--- src/rtl/hazard_ctrl_unit.sv ---
// Hazard control: per-stage stall/flush generation, MDU busy tracking with a
// timeout, and saturating stall/flush performance counters.
//
// Ports:
//   clk_i, rst_ni        clock, async active-low reset
//   load_hazard_i        load-use hazard
//   jump_i               taken branch/jump resolved in EX
//   mdu_start_i          M-type op issuing in EX
//   mdu_done_i           MDU result valid
//   mem_stall_i          data memory not ready
//   trap_flush_i         trap/interrupt redirect
//   cnt_clr_i            clear performance counters
//   stall_o, flush_o     per-stage stall/flush (bit 0 = PC)
//   mdu_busy_o           MDU FSM in BUSY
//   mdu_timeout_o        sticky MDU timeout flag
//   stall_cycles_o       cycles with PC stalled
//   flush_events_o       cycles with jump/trap flush applied
module hazard_ctrl_unit #(
  parameter int NUM_STAGES  = 5,
  parameter int EX_STAGE    = 2,
  parameter int MDU_TIMEOUT = 64,
  parameter int CNT_W       = 32
) (
  input  logic                  clk_i,
  input  logic                  rst_ni,
  input  logic                  load_hazard_i,
  input  logic                  jump_i,
  input  logic                  mdu_start_i,
  input  logic                  mdu_done_i,
  input  logic                  mem_stall_i,
  input  logic                  trap_flush_i,
  input  logic                  cnt_clr_i,
  output logic [NUM_STAGES-1:0] stall_o,
  output logic [NUM_STAGES-1:0] flush_o,
  output logic                  mdu_busy_o,
  output logic                  mdu_timeout_o,
  output logic [CNT_W-1:0]      stall_cycles_o,
  output logic [CNT_W-1:0]      flush_events_o
);

  localparam int TW = $clog2(MDU_TIMEOUT + 1);

  localparam logic [NUM_STAGES-1:0] ONE = NUM_STAGES'(1);
  localparam logic [NUM_STAGES-1:0] TRAP_FL = ~ONE;
  localparam logic [NUM_STAGES-1:0] MEM_ST =
    (ONE << (NUM_STAGES - 1)) - ONE;
  localparam logic [NUM_STAGES-1:0] MEM_FL = ONE << (NUM_STAGES - 1);
  localparam logic [NUM_STAGES-1:0] MDU_ST =
    (ONE << (EX_STAGE + 1)) - ONE;
  localparam logic [NUM_STAGES-1:0] JMP_FL = MDU_ST & ~ONE;
  localparam logic [NUM_STAGES-1:0] LD_ST = (ONE << EX_STAGE) - ONE;
  localparam logic [NUM_STAGES-1:0] LD_FL = ONE << EX_STAGE;

  typedef enum logic {
    IDLE,
    BUSY
  } state_e;

  state_e            state_q, state_d;
  logic [TW-1:0]     tcnt_q, tcnt_d;
  logic              tmo_q, tmo_d;
  logic [CNT_W-1:0]  sc_q, sc_d;
  logic [CNT_W-1:0]  fe_q, fe_d;

  logic                  tmo_hit;
  logic                  mdu_active;
  logic                  flush_ev;
  logic [NUM_STAGES-1:0] stall_raw;
  logic [NUM_STAGES-1:0] flush_raw;

  // The stall drops in the very cycle done or the timeout is seen.
  assign tmo_hit = (state_q == BUSY) && (tcnt_q == TW'(MDU_TIMEOUT));
  assign mdu_active = ((state_q == IDLE) && mdu_start_i) ||
                      ((state_q == BUSY) && !mdu_done_i && !tmo_hit);

  always_comb begin
    stall_raw = '0;
    flush_raw = '0;
    flush_ev  = 1'b0;
    if (trap_flush_i) begin
      flush_raw = TRAP_FL;
      flush_ev  = 1'b1;
    end else if (mem_stall_i) begin
      stall_raw = MEM_ST;
      flush_raw = MEM_FL;
    end else if (mdu_active) begin
      stall_raw = MDU_ST;
    end else if (jump_i) begin
      flush_raw = JMP_FL;
      flush_ev  = 1'b1;
    end else if (load_hazard_i) begin
      stall_raw = LD_ST;
      flush_raw = LD_FL;
    end
  end

  assign stall_o = rst_ni ? stall_raw : '0;
  assign flush_o = rst_ni ? flush_raw : '0;

  always_comb begin
    state_d = state_q;
    tcnt_d  = tcnt_q;
    tmo_d   = tmo_q;
    if (trap_flush_i) begin
      state_d = IDLE;
    end else begin
      unique case (state_q)
        IDLE: begin
          if (mdu_start_i) begin
            state_d = BUSY;
            tcnt_d  = TW'(1);
          end
        end
        BUSY: begin
          if (mdu_done_i) begin
            state_d = IDLE;
          end else if (tmo_hit) begin
            state_d = IDLE;
            tmo_d   = 1'b1;
          end else begin
            tcnt_d = tcnt_q + TW'(1);
          end
        end
        default: state_d = IDLE;
      endcase
    end
  end

  always_comb begin
    sc_d = sc_q;
    fe_d = fe_q;
    if (cnt_clr_i) begin
      sc_d = '0;
      fe_d = '0;
    end else begin
      if (stall_raw[0] && (sc_q != '1)) sc_d = sc_q + CNT_W'(1);
      if (flush_ev && (fe_q != '1)) fe_d = fe_q + CNT_W'(1);
    end
  end

  always_ff @(posedge clk_i or negedge rst_ni) begin
    if (!rst_ni) begin
      state_q <= IDLE;
      tcnt_q  <= '0;
      tmo_q   <= 1'b0;
      sc_q    <= '0;
      fe_q    <= '0;
    end else begin
      state_q <= state_d;
      tcnt_q  <= tcnt_d;
      tmo_q   <= tmo_d;
      sc_q    <= sc_d;
      fe_q    <= fe_d;
    end
  end

  assign mdu_busy_o     = (state_q == BUSY);
  assign mdu_timeout_o  = tmo_q;
  assign stall_cycles_o = sc_q;
  assign flush_events_o = fe_q;

endmodule

--- config.mk ---
export PLATFORM = sky130hd
export DESIGN_NAME = hazard_ctrl_unit
export DESIGN_NICKNAME = d
export VERILOG_FILES = /design/src/rtl/hazard_ctrl_unit.sv
export SDC_FILE = /design/constraint.sdc
export NUM_CORES = 1
export LEC_CHECK = 0
export CORE_UTILIZATION = 30
export DETAILED_ROUTE_END_ITERATION = 16
export GPL_ROUTABILITY_DRIVEN = 0
export PLACE_DENSITY_LB_ADDON = 0.3
export SYNTH_ARGS = -nofsm -noshare
export SYNTH_HDL_FRONTEND = slang
export SYNTH_SLANG_ARGS = --single-unit
--- constraint.sdc ---
create_clock -name clk_i -period 3.1 [get_ports clk_i]
set_input_delay 0.31 -clock clk_i [delete_from_list [all_inputs] [get_ports clk_i]]
set_output_delay 0.31 -clock clk_i [all_outputs]
set_load 0.1 [all_outputs]
==> flow_summary.toml <==
[outcome]
outcome = "finished, final reports clean"

[setup_path]
critPathArrivalTime_ns = 2.48
crit_path_max_fanout = 6
startpoint_type = "flop"
critPathKind = "flop to primary output"
required_ns = 2.79
crit_path_end_kind = "primary output"

[routing]
routed_wl_um = 11900
antenna_left = 0
vias = 4164
dr.first_iter.drc_count = 322
viasPerCell = 5.49
drt-wirelength-per-cell_um = 15.8
first_pass_iters = 4
drc = 0

[power_and_ir_drop]
p_leak_nw = 2.20
ir_worst_vdd_v = 0.000288
power_density_nw_per_um2 = 444

[timing]
min_period_over_period = 0.899
finalMaxSlewViolations = 0
fin_ws_ns = 0.312
period_minus_slack_ns = 2.79
maxSlewHeadroom = 0.328
setup_viol = 0
totalNegativeSetupSlack_ns = 0
rsz0062_at_grt = "no"
hold_viol = 0
fmax_ghz = 0.359
fin_skew_ns = 0.00859
hold_ws_ns = 0.377
worst_slew_pin_slew_ns = 1.00

[clock_tree]
clk_latency_ns = 0.35
cts_setup_buffers = 0
cts_num_sinks = 73
htreeDepth = 3
cts_made_buffers = 9
clk_pin_slew_ns = 0.06
cts_buffer_depth = 2
cts_tree = "yes"
cts_root_buffer = "clkbuf_16"

[grt]
antenna_found_initial = 0
grt_usage = 0.166
grt_first_pass_wirelength_um = 19500
first_global_vias = 3806
overflow = 0
grt_max_degree = 60

[floorplanning]
rows = 43
initial_core_util = 0.310
ios = 85
dieArea_um2 = 15000
core_area_um2 = 14000
die_w_um = 123
die_h_um = 123

[place]
port-buffer-count = 82
preCtsSetupSlack_ns = 0.475
dpl.cell_count = 741
placed_area_um2 = 5280
dp_hpwl_um = 8300

[logic_synthesis]
yosysTopAreaCellShare = 0.419
synth_common_cells = "dfrtp_1 (73), a21oi_1 (56), o21ai_0 (36), nor2_1 (34), o31ai_1 (33)"
ys_ff_latch = 73
ys_types = 49
syn_area_um2 = 4360
ys_warn_count = 0
synth.area.top_cells = "dfrtp_1 (42%), a21oi_1 (6.4%), o31ai_1 (5.7%), or4_1 (5.5%), o21ai_0 (4.1%)"
yosysTopAreaCell = "dfrtp_1"
yosysMostFrequentCell = "dfrtp_1"
yosys_most_used_dff = "dfrtp_1"
synth_area_per_cell_um2 = 8.79
synth-edff-count = 0
yosysSeqAreaShare = 0.419
ys_async_sr_fraction = 1.00
syn-instance-count = 496

[final_layout]
area_growth_pct = 29.2
fin_nets = 586
n_antenna_cell = 0
drive_gt1_frac = 0.209
finish.instance_area_um2 = 5630
final_cells = 758

[hold_path]
min_path_type = "primary input to async pin"

[flow_run]
max-cap-violations = 0
[cells in the final DEF, fill, tap and decap left out, types with 6 or more instances in the layout]
cell type	netlist	routed
clkbuf_16	0	9
and4_1	9	9
o31ai_1	33	33
a21oi_1	56	55
buf_12	0	6
or4_1	32	32
nand2_1	31	31
nor2b_1	8	8
nand3_1	27	27
or3_1	18	18
o211ai_1	6	6
inv_1	16	16
dfrtp_1	73	72
buf_4	5	67
o21ai_0	36	36
mux2_2	8	8
nand4_1	16	16
nor3_1	8	7
clkdlybuf4s50_1	0	20
or3_2	6	6
nor2_1	34	32
and3_1	7	7
[state kept, by name, indices dropped and copies added (netlist names)]
| signal | flops |
|---|---|
| flush_events_o | 32 |
| mdu_busy_o | 1 |
| mdu_timeout_o | 1 |
| tcnt_q | 7 |
| stall_cycles_o | 32 |
[cell type report]
| type | instances | area (um2) |
|---|---|---|
| Fill cell | 1375 | 8410 |
| Multi-Input combinational cell | 378 | 2330 |
| Sequential cell | 73 | 1830 |
| Timing Repair Buffer | 95 | 838 |
| Clock buffer | 10 | 239 |
| Tap cell | 180 | 225 |
| Clock inverter | 6 | 105 |
| Inverter | 16 | 60.1 |
[power by group]
part           switching [mW]  internal [mW]
Clock                   0.421          0.804
Sequential             0.0260          0.971
Combinational           0.202         0.0774
Total                   0.649           1.85
[timing repair]
| action | CTS | global route |
|---|---|---|
| resized for setup | 0 | 0 |
| endpoints found under the hold margin | 14 | 0 |
| setup endpoints to repair | 0 | 0 |
| hold buffers | 1 | 0 |
[final timing paths]
kind                       cells past startpoint           from  slack [ns]                  to
min in group clk_i                             2      cnt_clr_i        0.47  stall_cycles_o[21]
min reg2reg                                    1  mdu_timeout_o        0.51       mdu_timeout_o
min                                            2         rst_ni        0.38  stall_cycles_o[26]
max reg2reg                                    8      tcnt_q[0]        0.44   flush_events_o[9]
max in group asynchronous                      3         rst_ni        1.63          mdu_busy_o
max                                            7      tcnt_q[0]        0.31          stall_o[0]
[worst max-delay path, stage by stage, from the launching register on]
cell      delay (ns)
dfrtp_1         0.41
inv_1           0.07
ha_1            0.13
nor3b_1         0.37
a211oi_2        0.14
o21ai_0         0.69
nor2_4          0.11
buf_12          0.21
[through the flow]
step,util,total power [mW]
after global placement,0.376,1.29
after global routing,0.401,2.60
after floorplan,-,1.20
final,0.401,2.50
after detailed placement,0.376,1.30
after CTS,0.401,2.53
[logic make-up after synthesis]
family                     Yosys count  share of synthesized area
AOI/OAI and AO/OA                  143                      0.196
adders and majority gates            4                     0.0115
buffers and inverters               46                     0.0502
DFF                                 73                      0.419
muxes                                9                     0.0233
other                                1                   0.000861
and+or+nand+nor                    220                      0.299
[routing by layer]
layer / global-route usage / routed length, um / up-vias
met5: 0 / 0 / -
met2: 0.254 / 5480 / 70
met1: 0.233 / 5790 / 2037
met4: 0.0541 / 162 / 0
met3: 0.0358 / 519 / 10
li1: - / - / 2047
Note: power is estimated with default switching activity, not from simulation.
